## config.mk

```make
export PLATFORM = sky130hd
export DESIGN_NAME = ctrl_unit
export DESIGN_NICKNAME = d
export VERILOG_FILES = /design/src/rtl/ctrl_unit.sv
export SDC_FILE = /design/constraint.sdc
export NUM_CORES = 1
export LEC_CHECK = 0
export CAP_MARGIN = 20
export CORE_ASPECT_RATIO = 1.5
export CORE_MARGIN = 2
export CORE_UTILIZATION = 32
export CTS_CLUSTER_SIZE = 12
export DETAILED_ROUTE_END_ITERATION = 16
export GPL_TIMING_DRIVEN = 0
export PLACE_DENSITY = 0.79
export SLEW_MARGIN = 10
export SYNTH_ARGS = -nofsm -noshare
export SYNTH_HDL_FRONTEND = slang
export SYNTH_SLANG_ARGS = --single-unit
```

## constraint.sdc

```tcl
create_clock -name clk -period 2.3 [get_ports clk]
set_input_delay 0.46 -clock clk [delete_from_list [all_inputs] [get_ports clk]]
set_output_delay 0.46 -clock clk [all_outputs]
set_load 0.05 [all_outputs]
```

## src/rtl/ctrl_unit.sv

```systemverilog
// ctrl_unit: hardwired control sequencer for the 32-bit bus datapath.
// Each instruction starts with a three-step fetch (T0-T2). IR[31:27] is then
// decoded and steps T3..T7 run for the instruction class. Memory steps stall
// on mem_ready. A step that stalls for MEM_WAIT_MAX cycles sets a sticky error
// and halts the sequencer. Every output is a Moore decode of state and IR.
module ctrl_unit #(
    parameter int MEM_WAIT_MAX = 15,
    parameter int CNT_W        = 4
) (
    input  logic        clk,
    input  logic        clear_n,
    input  logic [31:0] IR,
    input  logic        mem_ready,
    // bus drive selects
    output logic        PCout,
    output logic        Zlowout,
    output logic        MDRout,
    output logic        Cout,
    output logic        BAout,
    output logic        Rout,
    // register load enables
    output logic        PCin,
    output logic        MARin,
    output logic        MDRin,
    output logic        IRin,
    output logic        Yin,
    output logic        Zin,
    output logic        Rin,
    // IR register-field selects
    output logic        Gra,
    output logic        Grb,
    output logic        Grc,
    // PC increment and memory strobes
    output logic        IncPC,
    output logic        Read,
    output logic        Write,
    // ALU operation, one-hot, only together with Zin
    output logic        ADD,
    output logic        SUB,
    output logic        AND,
    output logic        OR,
    output logic        SHR,
    output logic        SHL,
    output logic        ROR,
    output logic        ROL,
    output logic        NEG,
    output logic        NOT,
    // status
    output logic        clear,
    output logic        run,
    output logic        err
);

    typedef enum logic [3:0] {
        S_RST,
        S_T0,
        S_T1,
        S_T2,
        S_T3,
        S_T4,
        S_T5,
        S_T6,
        S_T7,
        S_HALT
    } state_t;

    // Instruction classes. Opcodes that are not defined decode as CLS_NOP.
    typedef enum logic [2:0] {
        CLS_LD,
        CLS_LDI,
        CLS_ST,
        CLS_ALU,
        CLS_ALUI,
        CLS_UN,
        CLS_NOP,
        CLS_HALT
    } cls_t;

    // ALU op vector bit order: {ADD,SUB,AND,OR,SHR,SHL,ROR,ROL,NEG,NOT}
    localparam logic [9:0] OP_ADD = 10'b10_0000_0000;
    localparam logic [9:0] OP_SUB = 10'b01_0000_0000;
    localparam logic [9:0] OP_AND = 10'b00_1000_0000;
    localparam logic [9:0] OP_OR  = 10'b00_0100_0000;
    localparam logic [9:0] OP_SHR = 10'b00_0010_0000;
    localparam logic [9:0] OP_SHL = 10'b00_0001_0000;
    localparam logic [9:0] OP_ROR = 10'b00_0000_1000;
    localparam logic [9:0] OP_ROL = 10'b00_0000_0100;
    localparam logic [9:0] OP_NEG = 10'b00_0000_0010;
    localparam logic [9:0] OP_NOT = 10'b00_0000_0001;

    localparam logic [CNT_W-1:0] WAIT_LAST = CNT_W'(MEM_WAIT_MAX - 1);

    state_t           state_q, state_d;
    logic [CNT_W-1:0] cnt_q, cnt_d;
    logic             err_q, err_d;

    cls_t       cls;
    logic [9:0] alu_vec;
    logic       alu_en;
    logic       wait_st;
    state_t     adv_state;
    logic [4:0] opcode;
    logic       ir_unused;

    assign opcode    = IR[31:27];
    // The register and constant fields are consumed by the datapath, not here.
    assign ir_unused = ^IR[26:0];

    // Opcode decode: instruction class plus the ALU op the class uses.
    always_comb begin
        cls     = CLS_NOP;
        alu_vec = '0;
        case (opcode)
            5'b00000: begin cls = CLS_LD;   alu_vec = OP_ADD; end
            5'b00001: begin cls = CLS_LDI;  alu_vec = OP_ADD; end
            5'b00010: begin cls = CLS_ST;   alu_vec = OP_ADD; end
            5'b00011: begin cls = CLS_ALU;  alu_vec = OP_ADD; end
            5'b00100: begin cls = CLS_ALU;  alu_vec = OP_SUB; end
            5'b00101: begin cls = CLS_ALU;  alu_vec = OP_AND; end
            5'b00110: begin cls = CLS_ALU;  alu_vec = OP_OR;  end
            5'b00111: begin cls = CLS_ALU;  alu_vec = OP_SHR; end
            5'b01000: begin cls = CLS_ALU;  alu_vec = OP_SHL; end
            5'b01001: begin cls = CLS_ALU;  alu_vec = OP_ROR; end
            5'b01010: begin cls = CLS_ALU;  alu_vec = OP_ROL; end
            5'b01011: begin cls = CLS_ALUI; alu_vec = OP_ADD; end
            5'b01100: begin cls = CLS_ALUI; alu_vec = OP_AND; end
            5'b01101: begin cls = CLS_ALUI; alu_vec = OP_OR;  end
            5'b01110: begin cls = CLS_UN;   alu_vec = OP_NEG; end
            5'b01111: begin cls = CLS_UN;   alu_vec = OP_NOT; end
            5'b11001: begin cls = CLS_HALT; end
            default:  begin cls = CLS_NOP;  end
        endcase
    end

    // Step that follows the current one when no memory stall is pending.
    // The T2 branch needs the opcode so nop and halt can skip T3 entirely.
    always_comb begin
        adv_state = state_q;
        wait_st   = 1'b0;
        case (state_q)
            S_RST: adv_state = S_T0;
            S_T0:  adv_state = S_T1;
            S_T1: begin
                adv_state = S_T2;
                wait_st   = 1'b1;
            end
            S_T2: begin
                if (cls == CLS_HALT) begin
                    adv_state = S_HALT;
                end else if (cls == CLS_NOP) begin
                    adv_state = S_T0;
                end else begin
                    adv_state = S_T3;
                end
            end
            S_T3:  adv_state = S_T4;
            S_T4:  adv_state = (cls == CLS_UN) ? S_T0 : S_T5;
            S_T5:  adv_state = (cls == CLS_LD || cls == CLS_ST) ? S_T6 : S_T0;
            S_T6: begin
                adv_state = S_T7;
                wait_st   = (cls == CLS_LD);
            end
            S_T7: begin
                adv_state = S_T0;
                wait_st   = (cls == CLS_ST);
            end
            S_HALT: adv_state = S_HALT;
            default: adv_state = S_HALT;
        endcase
    end

    // Memory handshake: hold a wait step until mem_ready, counting stalled
    // cycles; the last permitted stall ends in an error halt instead.
    always_comb begin
        state_d = adv_state;
        cnt_d   = '0;
        err_d   = err_q;
        if (wait_st && !mem_ready) begin
            if (cnt_q == WAIT_LAST) begin
                state_d = S_HALT;
                err_d   = 1'b1;
            end else begin
                state_d = state_q;
                cnt_d   = cnt_q + CNT_W'(1);
            end
        end
    end

    // State, stall counter and sticky error; clear_n aborts at once.
    always_ff @(posedge clk or negedge clear_n) begin
        if (!clear_n) begin
            state_q <= S_RST;
            cnt_q   <= '0;
            err_q   <= 1'b0;
        end else begin
            state_q <= state_d;
            cnt_q   <= cnt_d;
            err_q   <= err_d;
        end
    end

    // Control word for the current step; ALU op lines come from the decode.
    always_comb begin
        PCout   = 1'b0;
        Zlowout = 1'b0;
        MDRout  = 1'b0;
        Cout    = 1'b0;
        BAout   = 1'b0;
        Rout    = 1'b0;
        PCin    = 1'b0;
        MARin   = 1'b0;
        MDRin   = 1'b0;
        IRin    = 1'b0;
        Yin     = 1'b0;
        Zin     = 1'b0;
        Rin     = 1'b0;
        Gra     = 1'b0;
        Grb     = 1'b0;
        Grc     = 1'b0;
        IncPC   = 1'b0;
        Read    = 1'b0;
        Write   = 1'b0;
        alu_en  = 1'b0;
        clear   = (state_q == S_RST);
        run     = (state_q != S_RST) && (state_q != S_HALT);
        case (state_q)
            S_T0: begin
                PCout = 1'b1; MARin = 1'b1; IncPC = 1'b1; Zin = 1'b1;
            end
            S_T1: begin
                Zlowout = 1'b1; PCin = 1'b1; Read = 1'b1; MDRin = 1'b1;
            end
            S_T2: begin
                MDRout = 1'b1; IRin = 1'b1;
            end
            S_T3: begin
                case (cls)
                    CLS_LD, CLS_LDI, CLS_ST: begin
                        Grb = 1'b1; BAout = 1'b1; Yin = 1'b1;
                    end
                    CLS_ALU, CLS_ALUI: begin
                        Grb = 1'b1; Rout = 1'b1; Yin = 1'b1;
                    end
                    CLS_UN: begin
                        Grb = 1'b1; Rout = 1'b1; Zin = 1'b1; alu_en = 1'b1;
                    end
                    default: ;
                endcase
            end
            S_T4: begin
                case (cls)
                    CLS_LD, CLS_LDI, CLS_ST, CLS_ALUI: begin
                        Cout = 1'b1; Zin = 1'b1; alu_en = 1'b1;
                    end
                    CLS_ALU: begin
                        Grc = 1'b1; Rout = 1'b1; Zin = 1'b1; alu_en = 1'b1;
                    end
                    CLS_UN: begin
                        Zlowout = 1'b1; Gra = 1'b1; Rin = 1'b1;
                    end
                    default: ;
                endcase
            end
            S_T5: begin
                case (cls)
                    CLS_LD, CLS_ST: begin
                        Zlowout = 1'b1; MARin = 1'b1;
                    end
                    CLS_LDI, CLS_ALU, CLS_ALUI: begin
                        Zlowout = 1'b1; Gra = 1'b1; Rin = 1'b1;
                    end
                    default: ;
                endcase
            end
            S_T6: begin
                case (cls)
                    CLS_LD: begin
                        Read = 1'b1; MDRin = 1'b1;
                    end
                    CLS_ST: begin
                        Gra = 1'b1; Rout = 1'b1; MDRin = 1'b1;
                    end
                    default: ;
                endcase
            end
            S_T7: begin
                case (cls)
                    CLS_LD: begin
                        MDRout = 1'b1; Gra = 1'b1; Rin = 1'b1;
                    end
                    CLS_ST: begin
                        Write = 1'b1;
                    end
                    default: ;
                endcase
            end
            default: ;
        endcase
    end

    // ALU op lines are quiet unless the current step loads Z.
    assign {ADD, SUB, AND, OR, SHR, SHL, ROR, ROL, NEG, NOT} = alu_en ? alu_vec : 10'b0;

    assign err = err_q;

endmodule

```

==> results.md <==
- Run status: finished with violations
- Violated checks: setup timing
- Global-route wire length before repair: 4809 µm
- Global Route Usage Sum: 0.1674
- Critical path class: in -> out
- DRC errors left: 0
- Total of max-cap violations: 0
- Core outline area: 0.003097 mm²
- Later-pin clock latency in the skew report: 0.23 ns
- Power density over the cells: 1011 mW/mm²
- Final hold violations: 0
- Commonest non-fill, non-tap cells in the layout: 20 x buf_4, 16 x nor2_1, 12 x nand2_1
- Worst clock skew: 0.003239 ns
- Slack of the worst reg-to-reg path: 0.37 ns
- Die area: 0.003663 mm²
- Share of power burned in the clock network: 0.112
- Layout Cell Area excl Fill: 0.001618 mm²
- Transition time at the pin with the least slew margin: 0.4993 ns
- Via count normalized by instance count: 5.045
- Nets@finish: 219
- ANT cells: 0
- Share of power burned in combinational logic: 0.746
- Detail Route Antenna Nets: 0
- Hold Path Class: reg -> reg
- Kind of launch point of the worst setup path: primary input
- Mapped Avg Cell Area: 7.610 µm²
- Number of buffers created by CTS: 3
- Cell area after synthesis: 0.001020 mm²
- Row Count: 25
- Sequential fraction of design power: 0.142
- Min-Delay Path Depth: 1
- Maximum root-to-sink buffer count: 2
- Power dissipated by switching net loads: 0.8922 mW
- Initial drt markers: 16
- Count of hold-fix buffers inserted at cts: 0
- Critical path peak fanout: 5
- Global route overflow: 0
- Global routing met2 resource utilization: 0.3056
- Worst vdd rail ir drop: 0.5063 mV
- Num Clock Sinks: 9
- Total of warnings raised by yosys: 0
- Relative max-transition margin: 0.6685
- H-tree depth: 1
- Height of the die: 73.14 µm
- WP data arrival: 1.88 ns
- Number of cells produced by synthesis: 134
- Placer's final routability congestion estimate: 0.8442
- First-pass iteration count of the detailed router: 4
- Initial cell density of the core: 0.3293
- Met3 demand-to-capacity share in global routing: 0.02664
- Reg-to-reg critical path startpoint: state_q[0]
- Internal power consumption: 0.7432 mW
- Data required, critical path: 1.84 ns
- Avg WL per Cell: 13.20 µm
- Via count of the first global-routing pass: 1,069
- Count of port buffers added during placement: 39
- Fraction of power spent switching nets: 0.5456
- Placed inst area: 0.001523 mm²
- Horizontal extent of the die: 50.09 µm
- Final total power: 1.635 mW
- Met1 Use GR: 0.1949
- FF-to-FF End: state_q[1]
- Syn-to-layout area delta: 58.65%
- Async SR Flop Fraction: 1.000
- Fraction of final layout cells with drive strength greater than 1: 0.4033
- Clock tree from TritonCTS: done
- Min Tclk post-route: 2.338 ns
- Most common cell after layout, fill and taps aside: buf_4
- Area used by multi-input combinational logic: 823.3 µm²
- Final wirelength: 2918 µm
- Primary flip-flop cell chosen by synthesis mapping: dfrtp_1
- Min-Delay Startpoint: err
- Sequential cell area: 225.2 µm²
- Synth Net Count: 171
- Top Usage Layer GRT: met2
- Type of destination of the critical path: primary output
- Portion of the post-synthesis area used by sequential elements: 0.2209
- Path depth of the worst reg2reg path: 4
- Endpoint, Worst Hold: err
- Layout fillers: 302
- DP HPWL: 2217 µm
- Endpoints failing setup: 2
- Worst-path clk slew: 0.04 ns
- RSZ-0062 raised after global routing: true
- Initial antenna violation count: 0
- Total negative slack for setup checks: -0.04268 ns
- Number of flops mapped to enable cells by yosys: 0
- Peak Freq: 0.4277 GHz
- Post-route fraction of the period consumed by the critical path: 1.016
- Ports: 67
- Max-slew violations: 0
- Via count of the routed design: 1,115
- Yosys cell types: 48
- Maximum number of pins on one net before global-route repair: 11
- Master cell of the clock root buffer: clkbuf_8
- Total of flip-flops plus latches after synthesis: 9
- Leakage power summed over all cells: 0.7610 nW
- PnR worst setup slack: -0.03792 ns
[power by group through the flow]
stage / clock (mW) / combinational [mW] / sequential [mW]
5_1_grt: 0.194 / 1.30 / 0.239
3_3_place_gp: 0 / 1.19 / 0.229
2_1_floorplan: 0 / 0.879 / 0.222
3_5_place_dp: 0 / 1.20 / 0.229
6_report: 0.184 / 1.22 / 0.232
4_1_cts: 0.187 / 1.21 / 0.228
[cells by family after synthesis]
family,Yosys count,share of synthesized area
buf+inv,17,0.06749
simple gates,75,0.4270
fa+ha+maj,2,0.02454
xor+xnor,5,0.04295
flops,9,0.2209
mux,4,0.04049
compound gates,22,0.1767
[flip-flops by register name (all words and copies together), names as in the netlist]
register  flops
state_q       4
err           1
cnt_q         4
[cell type report]
cell class | instances | area share
Clock buffer | 4 | 0.02784
Tap cell | 40 | 0.03094
Timing Repair Buffer | 44 | 0.2235
Multi-Input combinational cell | 108 | 0.5089
Buffer | 9 | 0.05104
Inverter | 7 | 0.01856
Sequential cell | 9 | 0.1392
[worst max path at each step]
stage	startpoint	endpoint	depth (start not counted)
detailed placement	IR[31]	Gra	6
global route	IR[29]	Gra	5
finish	IR[31]	Gra	5
global placement	IR[31]	Gra	6
floorplan	state_q[0]	clear	2
CTS	IR[31]	Gra	6
[routing by layer]
layer  share of wire  routed length, µm  vias to the layer above
met5               0                  0                        -
met4           0.014                 42                        0
met3           0.047                136                        5
met2            0.54               1582                       30
met1            0.40               1156                      511
li1                -                  -                      569
[cells in the mapped netlist, types with 2 or more instances]
cell type / n / share of area
nand2b_1: 9 / 0.055
xor2_1: 3 / 0.026
and3_1: 2 / 0.012
a21oi_1: 5 / 0.025
inv_1: 7 / 0.026
nor3_1: 8 / 0.039
o21ai_0: 4 / 0.020
nand3b_1: 2 / 0.015
nor2b_1: 3 / 0.018
nor3b_1: 2 / 0.015
clkbuf_1: 8 / 0.029
or3_1: 2 / 0.012
nand3_1: 3 / 0.015
dfrtp_1: 9 / 0.22
o21a_1: 2 / 0.015
nand2_1: 13 / 0.048
nor2_1: 17 / 0.063
xnor2_1: 2 / 0.017
mux2i_1: 3 / 0.029
ha_1: 2 / 0.025
[per-stage QoR]
step                cells  hold WS [ns]  setup slack [ns]  utilization
floorplan             134        0.1644           -0.3005            -
global placement      213        0.4421            -1.353       0.4917
detailed placement    213        0.4553            -1.367       0.4917
CTS                   221        0.4648          -0.08538       0.5196
global route          221        0.4835          -0.07140       0.5224
finish                221        0.4586          -0.03792       0.5224
[critical path: stages]
cell	delay, ns
buf_8	0.10
or3b_4	0.41
or4_4	0.61
o2111ai_4	0.11
buf_8	0.18
[timing repair]
action,in CTS,in global routing
pin swaps,3,4
endpoints found under the setup margin,31,18
setup buffers,4,1
gates resized for setup,180,29
No activity file was read; power rests on OpenSTA's default activity.
